[config.mk]
export PLATFORM = sky130hd
export DESIGN_NAME = clb_param
export DESIGN_NICKNAME = d
export VERILOG_FILES = /design/src/rtl/clb_pkg.sv /design/src/rtl/clb_le.sv /design/src/rtl/clb_param.sv
export SDC_FILE = /design/constraint.sdc
export NUM_CORES = 1
export LEC_CHECK = 0
export ABC_AREA = 1
export BUFFER_PORTS_ARGS = -buffer_cell sky130_fd_sc_hd__buf_2
export CORE_MARGIN = 2
export CORE_UTILIZATION = 55
export CTS_CLUSTER_DIAMETER = 200
export DETAILED_ROUTE_END_ITERATION = 16
export PLACE_DENSITY = 0.71
export SLEW_MARGIN = 20
export SYNTH_ARGS = -nofsm -noshare
export SYNTH_HDL_FRONTEND = slang
export SYNTH_SLANG_ARGS = --single-unit
[constraint.sdc]
create_clock -name K -period 4.5 [get_ports K]
set_input_delay 0.9 -clock K [delete_from_list [all_inputs] [get_ports K]]
set_output_delay 0.9 -clock K [all_outputs]
set_load 0.02 [all_outputs]
[src/rtl/clb_pkg.sv]
// Shared definitions for the parametrised CLB tile.
//   clb_state_t : configuration FSM state (UNCONFIG, LOAD, RUN)
//   CTRL_*      : bit positions of the per-LE control field that sits above
//                 the LUT bits in each configuration frame
//   CTRL_W      : width of that control field
package clb_pkg;

  typedef enum logic [1:0] {
    UNCONFIG = 2'd0,
    LOAD     = 2'd1,
    RUN      = 2'd2
  } clb_state_t;

  localparam int CTRL_W       = 4;
  localparam int CTRL_OUT_REG = 0;  // 0: output is the LUT, 1: output is the flop
  localparam int CTRL_INIT    = 1;  // value loaded into the flop at config end / on SR
  localparam int CTRL_SR_EN   = 2;  // honour the global SR input
  localparam int CTRL_CE_EN   = 3;  // honour the global CE input

endpackage

[src/rtl/clb_le.sv]
// One logic element: a LUT_K-input LUT, a D flop with set/reset-to-init and
// clock-enable, and an output select between the LUT and the flop.
//   clk, rst    : tile clock, asynchronous active-high reset (flop -> 0)
//   frame       : this LE's configuration bits (LUT in the low bits, ctrl above)
//   sel         : LUT inputs
//   ce, sr      : global clock enable / sync set-reset, gated by ctrl enables
//   run         : tile stays in RUN across this edge; otherwise the flop clears
//   load_done   : this edge completes a configuration load
//   load_init   : init bit of the frame as it will be after this edge
//   out         : ungated LE output (the top forces it to 0 outside RUN)
module clb_le
  import clb_pkg::*;
#(
  parameter int LUT_K = 4
) (
  input  logic                          clk,
  input  logic                          rst,
  input  logic [2**LUT_K+CTRL_W-1:0]    frame,
  input  logic [LUT_K-1:0]              sel,
  input  logic                          ce,
  input  logic                          sr,
  input  logic                          run,
  input  logic                          load_done,
  input  logic                          load_init,
  output logic                          out
);

  localparam int LUT_D = 2**LUT_K;

  logic [LUT_D-1:0]  lut;
  logic [CTRL_W-1:0] ctrl;
  logic              f;
  logic              q;

  assign lut  = frame[LUT_D-1:0];
  assign ctrl = frame[LUT_D +: CTRL_W];
  assign f    = lut[sel];

  // Priority: config completion, then SR, then CE hold, then LUT capture.
  // Outside RUN the flop is held at 0 so a reconfiguration never exposes
  // stale state.
  always_ff @(posedge clk or posedge rst) begin
    if (rst) begin
      q <= 1'b0;
    end else if (load_done) begin
      q <= load_init;
    end else if (run) begin
      if (ctrl[CTRL_SR_EN] && sr) begin
        q <= ctrl[CTRL_INIT];
      end else if (ctrl[CTRL_CE_EN] && !ce) begin
        q <= q;
      end else begin
        q <= f;
      end
    end else begin
      q <= 1'b0;
    end
  end

  assign out = ctrl[CTRL_OUT_REG] ? q : f;

endmodule

[src/rtl/clb_param.sv]
// Parametrised CLB tile: NUM_LE logic elements configured from a serial chain.
//   K        : clock, rising edge
//   RST      : asynchronous active-high reset
//   CFG_EN   : configuration shift enable (held high for a whole load)
//   CFG_DIN  : configuration serial data
//   CFG_DOUT : last bit of the chain, for cascading into the next tile
//   CFG_DONE : high while the tile is configured and running
//   CFG_ERR  : one-cycle pulse when a load is abandoned early
//   IN       : LUT inputs, LE i uses IN[i*LUT_K +: LUT_K]
//   CE, SR   : global clock enable / sync set-reset-to-init
//   O        : LE outputs, forced to 0 unless running
module clb_param
  import clb_pkg::*;
#(
  parameter int LUT_K  = 4,
  parameter int NUM_LE = 2
) (
  input  logic                      K,
  input  logic                      RST,
  input  logic                      CFG_EN,
  input  logic                      CFG_DIN,
  output logic                      CFG_DOUT,
  output logic                      CFG_DONE,
  output logic                      CFG_ERR,
  input  logic [NUM_LE*LUT_K-1:0]   IN,
  input  logic                      CE,
  input  logic                      SR,
  output logic [NUM_LE-1:0]         O
);

  localparam int LUT_D   = 2**LUT_K;
  localparam int FRAME_W = LUT_D + CTRL_W;
  localparam int TOTAL_W = NUM_LE * FRAME_W;
  localparam int CNT_W   = $clog2(TOTAL_W + 1);

  clb_state_t         state;
  logic [TOTAL_W-1:0] cfg_sr;
  logic [TOTAL_W-1:0] cfg_next;
  logic [CNT_W-1:0]   count;
  logic               load_done;
  logic               run;
  logic [NUM_LE-1:0]  le_out;

  assign cfg_next  = {cfg_sr[TOTAL_W-2:0], CFG_DIN};

  // The edge that shifts the final bit of a frame.
  assign load_done = (state == LOAD) && CFG_EN && (count == CNT_W'(TOTAL_W - 1));

  // Running across this edge; raising CFG_EN in RUN starts a reload.
  assign run       = (state == RUN) && !CFG_EN;

  always_ff @(posedge K or posedge RST) begin
    if (RST) begin
      state   <= UNCONFIG;
      cfg_sr  <= '0;
      count   <= '0;
      CFG_ERR <= 1'b0;
    end else begin
      CFG_ERR <= 1'b0;
      // The chain shifts in every state so cascaded tiles keep passing data.
      if (CFG_EN) begin
        cfg_sr <= cfg_next;
      end
      case (state)
        UNCONFIG: begin
          if (CFG_EN) begin
            state <= LOAD;
            count <= CNT_W'(1);
          end
        end
        LOAD: begin
          if (!CFG_EN) begin
            state   <= UNCONFIG;
            count   <= '0;
            CFG_ERR <= 1'b1;
          end else if (load_done) begin
            state <= RUN;
            count <= '0;
          end else begin
            count <= count + CNT_W'(1);
          end
        end
        RUN: begin
          if (CFG_EN) begin
            state <= LOAD;
            count <= CNT_W'(1);
          end
        end
        default: begin
          state <= UNCONFIG;
          count <= '0;
        end
      endcase
    end
  end

  assign CFG_DOUT = cfg_sr[TOTAL_W-1];
  assign CFG_DONE = (state == RUN);

  for (genvar i = 0; i < NUM_LE; i++) begin : g_le
    // The init bit is tapped from the post-shift frame so the flop picks up
    // the value that includes the bit arriving on the completing edge.
    clb_le #(
      .LUT_K(LUT_K)
    ) u_le (
      .clk       (K),
      .rst       (RST),
      .frame     (cfg_sr[i*FRAME_W +: FRAME_W]),
      .sel       (IN[i*LUT_K +: LUT_K]),
      .ce        (CE),
      .sr        (SR),
      .run       (run),
      .load_done (load_done),
      .load_init (cfg_next[i*FRAME_W + LUT_D + CTRL_INIT]),
      .out       (le_out[i])
    );
  end

  assign O = (state == RUN) ? le_out : '0;

endmodule

# Word-level counts from Yosys, hierarchy flattened
# Index checks and enable logic that the tools add are counted.
[totals]
register_bits = 51
latchBits = 0
ramBits = 0
romBits = 0
out_inout_bits = 5
mem_count = 0
[op_classes]
addsub = 1
n_mul = 0
n_div = 0
magnitude_cmp = 2
eq_ne = 7
shift = 0
mux = 25
bitwise = 0
n_reduce_logical = 12
[op_table]
columns = ["op", "count"]
rows = [
  ["$mux W6", 3],
  ["$mux W1", 14],
  ["$pmux W6 S2", 1],
  ["$lt A4 B5 Y1 const B", 2],
  ["$bmux W1 S4", 2],
  ["$mux W2", 4],
  ["$logic_and A1 B1 Y1", 7],
  ["$add A6 B1 Y6 const B", 1],
  ["$eq A6 B6 Y1 const B", 1],
  ["$ne A4 B3 Y1 const B", 1],
  ["$ne A4 B4 Y1 const B", 1],
  ["$pmux W2 S2", 1],
  ["$ne A3 B2 Y1 const B", 1],
  ["$eq A2 B1 Y1 const B", 1],
  ["$eq A2 B2 Y1 const B", 1],
  ["$logic_not A1 Y1", 2],
  ["$logic_not A2 Y1", 1],
  ["$ne A2 B1 Y1 const B", 1],
  ["$reduce_and A2 Y1", 1],
  ["$reduce_or A2 Y1", 1],
]

# Depth between registers and ports, before layout
# Gate-level depths: netlist of run 1.
[logic_depth]
ltp_word = 6
ltp_mapped = 9

# Modules after synthesis
# From an unflattened synthesis of run 1, not the netlist that was laid out.
[unflattened]
cells_unflattened = 361
hier_area_um2 = 2677.6
[modules_own_cells]
columns = ["module", "instances", "cells_each", "area_each_um2", "seq_area_each_um2"]
rows = [
  ["clb_param", 1, 233, 1996.9, 1226.2],
  ["clb_le", 2, 64, 340.3, 25.0],
]

# Worst setup path after synthesis of run 1
# No wires, ideal clock.
[synth_path]
path_type = "input -> output"
startpoint = "input port IN[0]"
endpoint = "output port O[0]"
t_arrival_ns = 1.759
t_required_ns = 3.600
slack_ns = 1.841
stages = 9
cell_sequence = "buf_4 inv_1 nand2_1 nand3_1 nand3_1 nand3_1 nand2_1 o21ai_0 inv_1"
[synth_between]
elab_chain_cells = 4
[synth_lines]
columns = ["element", "line", "rtl"]
rows = [
  ["start, declared", "clb_param.sv:25", "input logic [NUM_LE*LUT_K-1:0] IN,"],
  ["$bmux W1 S4", "clb_le.sv:37", "assign f = lut[sel];"],
  ["$mux W1 (implied by the code)", "clb_le.sv:37", ""],
  ["$mux W1", "clb_le.sv:60", "assign out = ctrl[CTRL_OUT_REG] ? q : f;"],
  ["$mux W2", "clb_param.sv:119", "assign O = (state == RUN) ? le_out : '0;"],
  ["end, declared", "clb_param.sv:28", "output logic [NUM_LE-1:0] O"],
]
# No other way between the ends. The select of a mux whose other input is x is not followed.

# Worst setup path in the final report of run 1
# Ends and elaborated chain as after synthesis.

==> results of run 1 <==
## state kept, by name, summed over array words and instances, names as in the netlist
signal and flops:
CFG_ERR 1, cfg_sr 40, count 6, g_le.u_le.q 2
state 2
## where the power goes
group | internal (mW) | switching, mW | leakage (nW)
combinational | 0.0565 | 0.111 | 0.641
clock | 0.121 | 0.142 | 0.0470
sequential | 0.521 | 0.0371 | 0.674
## cell type report
cell class	count	area [um2]	area share
sequential	51	1280	0.474
timing repair buffer	19	97.6	0.0362
clock inverter	1	5.00	0.00186
clock buffer	6	82.6	0.0307
inverter	61	233	0.0864
tap	52	65.1	0.0242
multi-input combinational	194	935	0.347
## cell usage after synthesis, drive strengths merged
master,count
inv,61
a211oi,1
nor4,1
nor2,12
a21oi,4
dfrtp,51
a31oi,2
o22ai,1
nand2,86
a41oi,1
ha,1
o21a,1
nand3,32
buf,3
nand4,2
clkbuf,7
nor3,1
xor2,1
a22o,1
o21ai,46
o211ai,1
## layout by cell type, fill, tap and decap left out, types with 2 or more instances in the layout
cell / instances
a21oi_1: 2
dfrtp_1: 51
nand4_1: 2
nor2_1: 8
nand3_1: 32
buf_2: 18
clkbuf_8: 6
nor2_4: 3
clkinv_2: 2
inv_1: 53
a31oi_1: 2
a21oi_2: 2
o21ai_1: 3
o21ai_0: 43
inv_2: 6
nand2_1: 86
## final timing paths
path                       depth (start not counted)       start        endpoint
min in group asynchronous                          2         RST       cfg_sr[3]
max in group asynchronous                          2         RST  g_le[1].u_le.q
max reg2reg                                        7    count[0]  g_le[1].u_le.q
min reg2reg                                        2  cfg_sr[37]      cfg_sr[38]
max                                               10       IN[0]            O[0]
min                                                2  cfg_sr[37]      cfg_sr[38]
## cells by family after synthesis
logic type	synth area share
DFF	0.512
and+or+nand+nor	0.237
adders and majority gates	0.00501
xor gates and xnor gates	0.00351
buffers and inverters	0.114
AOI/OAI and AO/OA	0.129
## metrics by stage
step	util	cell area, um2	worst slack, ps
2_1_floorplan	-	2490	1840
3_3_place_gp	0.598	2610	1560
3_5_place_dp	0.598	2610	1580
4_1_cts	0.618	2690	1570
5_1_grt	0.619	2690	1400
6_report	0.619	2690	1580
## layer usage
metal | routed length (um) | up-vias | global-route usage
met5 | 0 | - | 0
li1 | - | 1027 | -
met2 | 2030 | 29 | 0.317
met1 | 2400 | 920 | 0.310
met4 | 38 | 0 | 0.0797
met3 | 136 | 4 | 0.0352
## worst reg2reg max path: stages (launching register included)
cell,delay (ps)
dfrtp_1,400
ha_1,200
nand2_1,130
nor4_4,240
nand2_1,190
o21ai_1,150
inv_1,70
a21oi_2,120
==> results.cfg, run 1 <==
[run_status]
status = completed

[worst_setup_path]
max_stage_delay_ps = 210
r2r_slack_ps = 2930
path_cells = buf_2 -> inv_1 -> nand2_1 -> nand3_1 -> nand3_1 -> nand3_1 -> nand2_1 -> o21ai_0 -> inv_1 -> buf_2
crit_fanout = 9
path_class = primary input to output port
path_common_cell = nand3_1
crit_arrival_ps = 2020
critPathSlowestCell = inv_1
crit_family = buffers and inverters
required_ps = 3600
cp-start-kind = primary input
crit_buf_inv = 4
cp-end-kind = output port

[power_and_ir_drop]
power.leakage_nw = 1.36
p_per_area_nw_per_um2 = 367
total_power_mw = 0.988
irDropWorstVdd_uv = 226

[route]
viasPerCell = 5.16
wl_um = 4610
wl_per_cell_um = 12.0
firstDrtPassIters = 4
antenna_left = 0
vias = 1980
drtIter0Drc = 129
drc_errors = 0

[layout]
area_delta_synth_final_pct = 7.97
antennaDiodeCount = 0
drive_above_1_share = 0.127
fillers = 408
fin_cells = 384
nets = 347

[logic_synthesis]
syn_avg_cell_area_um2 = 7.90
synth_top_cell_area_share = 0.512
seq_area_frac_synth = 0.512
ys_types = 28
yosysWarnings = 0
synth_area_leaders = dfrtp_1 51%, nand2_1 13%, o21ai_0 8.6%
synth_seq_cells = 51
netlist_area_um2 = 2490
yosys.area.top_type = dfrtp_1
synth_nets = 331
syn_inst = 316

[grt]
grt_pass1_wl_um = 8540
grt_pass1_vias = 1982
overflow = 0
grt_antenna_before_repair = 0
grt_max_degree = 57
grt_usage = 0.211

[sta]
worst_slew_pin_slew_ps = 856
grt_setup_unrepaired = false
max_freq_ghz = 0.342
relSlewSlack = 0.429
hold_viol = 0
setup_viol = 0
fin_crit_sh = 0.650
fin_worst_skew_ps = 9.97
finalMaxSlewViolations = 0
hold_slack_ps = 479
fin_crit_ps = 2920
setup_tns_ps = 0

[floorplanning]
dieArea_um2 = 5090
rows = 24
start_util = 0.573
ios = 19
core_area_um2 = 4350
die_h_um = 71.4
die-width_um = 71.4

[clock_tree]
path_clk_slew_ps = 80
postCtsSetupRepairBufs = 0
cts_resized = 0
cts_buffers = 5
clockBufferDepth = 2
cts_hold_buf = 0
htree_num_levels = 2
worstSkewPairLatency_ps = 300
tritoncts = yes
cts_sinks = 51
cts_root_buffer = clkbuf_8

[placed_design]
numPortBuffers = 18
gp_congestion = 0.864
post-place-cells = 377
place_hpwl_um = 3350

[job]
cap_violations = 0

[worst_hold_path]
min_path_type = register to register
Note: power is estimated with default switching activity, not from simulation.
==> inputs of run 2 (changes only) <==
Settings changed: ABC_AREA 1 to 0.
Clock period 4.5 ns to 2.93 ns, I/O delays scaled along.
==> results.cfg, run 2 <==
[logic_synthesis]
syn_inst = 170
netlist_area_um2 = 2340
synthFlopType = dfrtp_1
yosysWarnings = 0
synth_top_cell_area_share = 0.544
synth_edf_count = 0
syn_avg_cell_area_um2 = 13.8
seq_area_frac_synth = 0.544
synth_nets = 185
ys_types = 26
yosys.area.top_type = dfrtp_1
synth_seq_cells = 51
synthMostInstantiatedCell = dfrtp_1
synth_common_cells = 51 x dfrtp_1, 40 x mux2_2, 10 x nor2_1, 8 x nand2_1
synth_area_leaders = dfrtp_1 54%, mux2_2 19%, mux4_1 6.7%
async_flop_share = 1.00

[sta]
finalMaxSlewViolations = 0
max_freq_ghz = 0.410
fin_worst_skew_ps = 13.1
worst_slew_pin_slew_ps = 843
fin_crit_sh = 0.832
hold_slack_ps = 422
setup_tns_ps = 0
hold_viol = 0
setup_viol = 0
relSlewSlack = 0.437
grt_setup_unrepaired = false
fin_crit_ps = 2440

[worst_setup_path]
crit_fanout = 3
path_class = primary input to output port
crit_arrival_ps = 1850
regToRegStartpoint = count[0]
required_ps = 2340
reg2reg_depth = 5
r2r_end = count[4]
cp-end-kind = output port
r2r_slack_ps = 1100
endpoint = O[0]
cp-start-kind = primary input
startpoint = IN[0]

[route]
wl_met1_um = 1810
route.met3.wl_um = 113
route.met2.wl_um = 1860
vias = 1405
viasPerCell = 5.81
firstDrtPassIters = 4
top_layer_used = met4
wl_per_cell_um = 15.8
drc_errors = 0
wl_um = 3820
drtIter0Drc = 79
antenna_left = 0

[power_and_ir_drop]
p_switching_mw = 0.485
p_int_mw = 1.34
switching_share = 0.266
irDropWorstVdd_uv = 522
pwr-share-seq = 0.564
p_per_area_nw_per_um2 = 703
p_clk_frac = 0.239
comb_power_share = 0.197
power.leakage_nw = 1.22

[grt]
grt_max_degree = 52
grt_pass1_wl_um = 6630
grt_antenna_before_repair = 0
grt_pass1_vias = 1433
grt_usage = 0.172
overflow = 0

[clock_tree]
worstSkewPairLatency_ps = 300
htree_num_levels = 2
cts_hold_buf = 0
clockBufferDepth = 2
cts_resized = 0
cts_root_buffer = clkbuf_8
path_clk_slew_ps = 100
postCtsSetupRepairBufs = 0
cts_sinks = 51
cts_buffers = 5
tritoncts = yes

[floorplanning]
dieArea_um2 = 4800
ios = 19
core_area_um2 = 4060
die_h_um = 69.3
rows = 23
die-width_um = 69.3
start_util = 0.578

[layout]
nets = 206
largest_reg_flops = 40
fillers = 314
mostFrequentLayoutCells = 51 x dfrtp_1, 40 x mux2_2, 18 x buf_2, 10 x nor2_1, 8 x nand2_1
reg_top3 = cfg_sr (40), count (6)
top_register = cfg_sr
layout_commonest_cell = dfrtp_1
area_delta_synth_final_pct = 10.5
drive_above_1_share = 0.365
fin_cells = 242
antennaDiodeCount = 0

[placed_design]
post-place-cells = 234
numPortBuffers = 18
place_hpwl_um = 2720
gp_congestion = 0.729

[worst_hold_path]
min_path_type = primary input to asynchronous set/reset pin

[run_status]
status = completed

[job]
cap_violations = 0
[run 2: worst min-delay path by stage]
stage                   from          to  slack, ps  cells past startpoint
global route             RST  cfg_sr[11]        500                      2
detailed placement  state[1]     CFG_ERR        490                      1
global placement    state[1]     CFG_ERR        470                      1
CTS                 state[1]     CFG_ERR        490                      1
floorplan           state[1]     CFG_ERR        440                      1
finish                   RST  cfg_sr[20]        420                      2
[run 2: cell type report]
class	instances	area [um2]	share of cell area
Clock buffer	7	96.3	0.0372
Clock inverter	1	7.51	0.00290
Inverter	4	16.3	0.00628
Multi-Input combinational cell	110	1030	0.399
Sequential cell	51	1280	0.493
Tap cell	50	62.6	0.0242
Timing Repair Buffer	19	97.6	0.0377
[run 2: worst max-delay path: stages]
cell and delay (ps):
buf_2 130, mux4_1 550, mux2i_1 150, mux2i_1 140
o2bb2ai_1 140, buf_2 150
[run 2: routing by layer]
layer | vias to the layer above | track usage
li1 | 674 | -
met4 | 0 | 0.0654
met1 | 707 | 0.226
met5 | - | 0
met3 | 4 | 0.0407
met2 | 20 | 0.279
[run 2: cells by family (layout without fill, tap and decap cells)]
group / after synthesis / after routing / synth area share
buffers and inverters: 9 / 31 / 0.0149
AO/OA/AOI/OAI: 20 / 20 / 0.0560
flip-flops: 51 / 51 / 0.544
multiplexers: 55 / 55 / 0.308
adder cells (fa/ha/maj): 1 / 1 / 0.00534
AND/OR/NAND/NOR: 34 / 34 / 0.0710
[run 2: stage by stage]
step	util	setup WS (ps)	instance area, um2	power (mW)
floorplan	-	800	2340	1.29
global placement	0.612	508	2480	1.38
detailed placement	0.612	487	2480	1.41
CTS	0.638	477	2590	1.84
global route	0.638	419	2590	1.94
finish	0.638	492	2590	1.82
[run 2: power by group through the flow]
stage | clock, mW | sequential [mW] | combinational [mW]
4_1_cts | 0.449 | 1.03 | 0.365
6_report | 0.435 | 1.03 | 0.359
2_1_floorplan | 0 | 0.989 | 0.305
5_1_grt | 0.476 | 1.06 | 0.402
3_3_place_gp | 0 | 1.03 | 0.346
3_5_place_dp | 0 | 1.04 | 0.363
==> inputs of run 3 (changes only) <==
Settings changed: CORE_UTILIZATION 55 to 53, PLACE_DENSITY 0.71 to 0.72.
Clock period 2.93 ns to 2.1 ns, I/O delays scaled along.
==> results.cfg, run 3 (same netlist as run 2, synthesis figures left out) <==
[floorplanning]
rows = 24
die-width_um = 70.5
dieArea_um2 = 4970
die_h_um = 70.5
start_util = 0.546
ios = 19
core_area_um2 = 4290

[clock_tree]
cts_root_buffer = clkbuf_8
cts_sinks = 51
tritoncts = yes
htree_num_levels = 2
worstSkewPairLatency_ps = 310
cts_buffers = 5
path_clk_slew_ps = 100
clockBufferDepth = 2

[worst_setup_path]
reg2reg_depth = 5
r2r_end = g_le[1].u_le.q
crit_fanout = 2
crit_arrival_ps = 1850
regToRegStartpoint = cfg_sr[33]
r2r_slack_ps = 390
path_class = register to output port
cp-end-kind = output port
cp-start-kind = register
required_ps = 1680

[layout]
multiInputGateArea_um2 = 1020
reg_top3 = cfg_sr (40), count (6)
mostFrequentLayoutCells = 51 x dfrtp_1, 40 x mux2_2, 17 x buf_2, 13 x buf_4, 10 x nor2_1
area_delta_synth_final_pct = 14.8
drive_above_1_share = 0.431
fillers = 348
top_register = cfg_sr
layout_commonest_cell = dfrtp_1
nets = 218
seq_area_um2 = 1280
antennaDiodeCount = 0
largest_reg_flops = 40

[grt]
grt_max_degree = 37
grt_antenna_before_repair = 0
grt_pass1_vias = 1544
grt_pass1_wl_um = 7280
grt_usage = 0.194
overflow = 0

[run_status]
violations = setup timing
status = finished with violations

[sta]
finalMaxSlewViolations = 0
max_freq_ghz = 0.441
grt_setup_unrepaired = true
fin_crit_ps = 2270
fin_worst_skew_ps = 7.82
setup_viol = 2
worst_slew_pin_slew_ps = 561
relSlewSlack = 0.625
fin_crit_sh = 1.08
fin_ws_ps = -170
hold_viol = 0

[route]
viasPerCell = 5.83
antenna_left = 0
wl_um = 4250
drtIter0Drc = 111
wl_per_cell_um = 16.6
vias = 1492
firstDrtPassIters = 4
drc_errors = 0

[job]
cap_violations = 0

[placed_design]
numPortBuffers = 18
place_ws_ps = -22.2
gp_congestion = 0.851
place_hpwl_um = 3040

[power_and_ir_drop]
power.leakage_nw = 1.26
total_power_mw = 2.75
irDropWorstVdd_uv = 687
p_per_area_nw_per_um2 = 1020

[worst_hold_path]
min_path_type = primary input to asynchronous set/reset pin
## run 3: cell types whose count changed in the layout (fill, tap and decap cells not counted), sizes merged
cell / change
buf: +12
bufinv: +1
clkbuf: -2
clkinv: -1
inv: +2
## run 3: routing by layer
| metal | part of all wire | track usage |
|---|---|---|
| met5 | 0 | 0 |
| met4 | 0.020 | 0.0748 |
| met2 | 0.49 | 0.309 |
| met1 | 0.44 | 0.247 |
| met3 | 0.049 | 0.0635 |
## run 3: power breakdown
part           total, mW  internal [mW]  switching, mW  leakage (nW)
Clock              0.686          0.359          0.327        0.0548
Sequential          1.44           1.24          0.204         0.657
Combinational      0.619          0.406          0.213         0.552
## run 3: worst max-delay path by stage
stage	startpoint	end	slack (ps)
4_1_cts	cfg_sr[13]	O[0]	-180
5_1_grt	cfg_sr[13]	O[0]	-230
3_5_place_dp	IN[2]	O[0]	-20
3_3_place_gp	IN[0]	O[0]	30
2_1_floorplan	IN[4]	O[1]	300
6_report	cfg_sr[13]	O[0]	-170
## run 3: layout make-up
cell class / count / area share
flip-flops and latches: 51 / 0.474
multi-input cells: 110 / 0.378
repair buffers: 31 / 0.0753
clock buffers: 5 / 0.0256
well taps: 52 / 0.0242
clock inverters: 3 / 0.0172
inverters: 4 / 0.00558
## run 3: worst max-delay path, stage by stage, from the launching register on
cell and delay [ps]:
dfrtp_1 410, mux4_2 480, mux2i_1 210, mux2i_2 130
o2bb2ai_1 150, buf_2 160
## run 3: what timing repair did
action / CTS / global route
cloned: 0 / 0
resized for setup: 6 / 1
buffers inserted: 8 / 0
endpoints found under the setup margin: 2 / 2
hold buffers: 0 / 0
pin swaps: 2 / 0
## run 3: through the flow
stage          hold WS [ps]  utilization  area [um2]  instances  TNS (ps)
6_report                147        0.627        2690        256      -230
5_1_grt                 171        0.627        2690        256      -378
4_1_cts                 166        0.626        2690        256      -250
3_5_place_dp            490        0.589        2530        240     -22.2
3_3_place_gp            468        0.589        2530        240         0
2_1_floorplan           441            -        2340        170         0
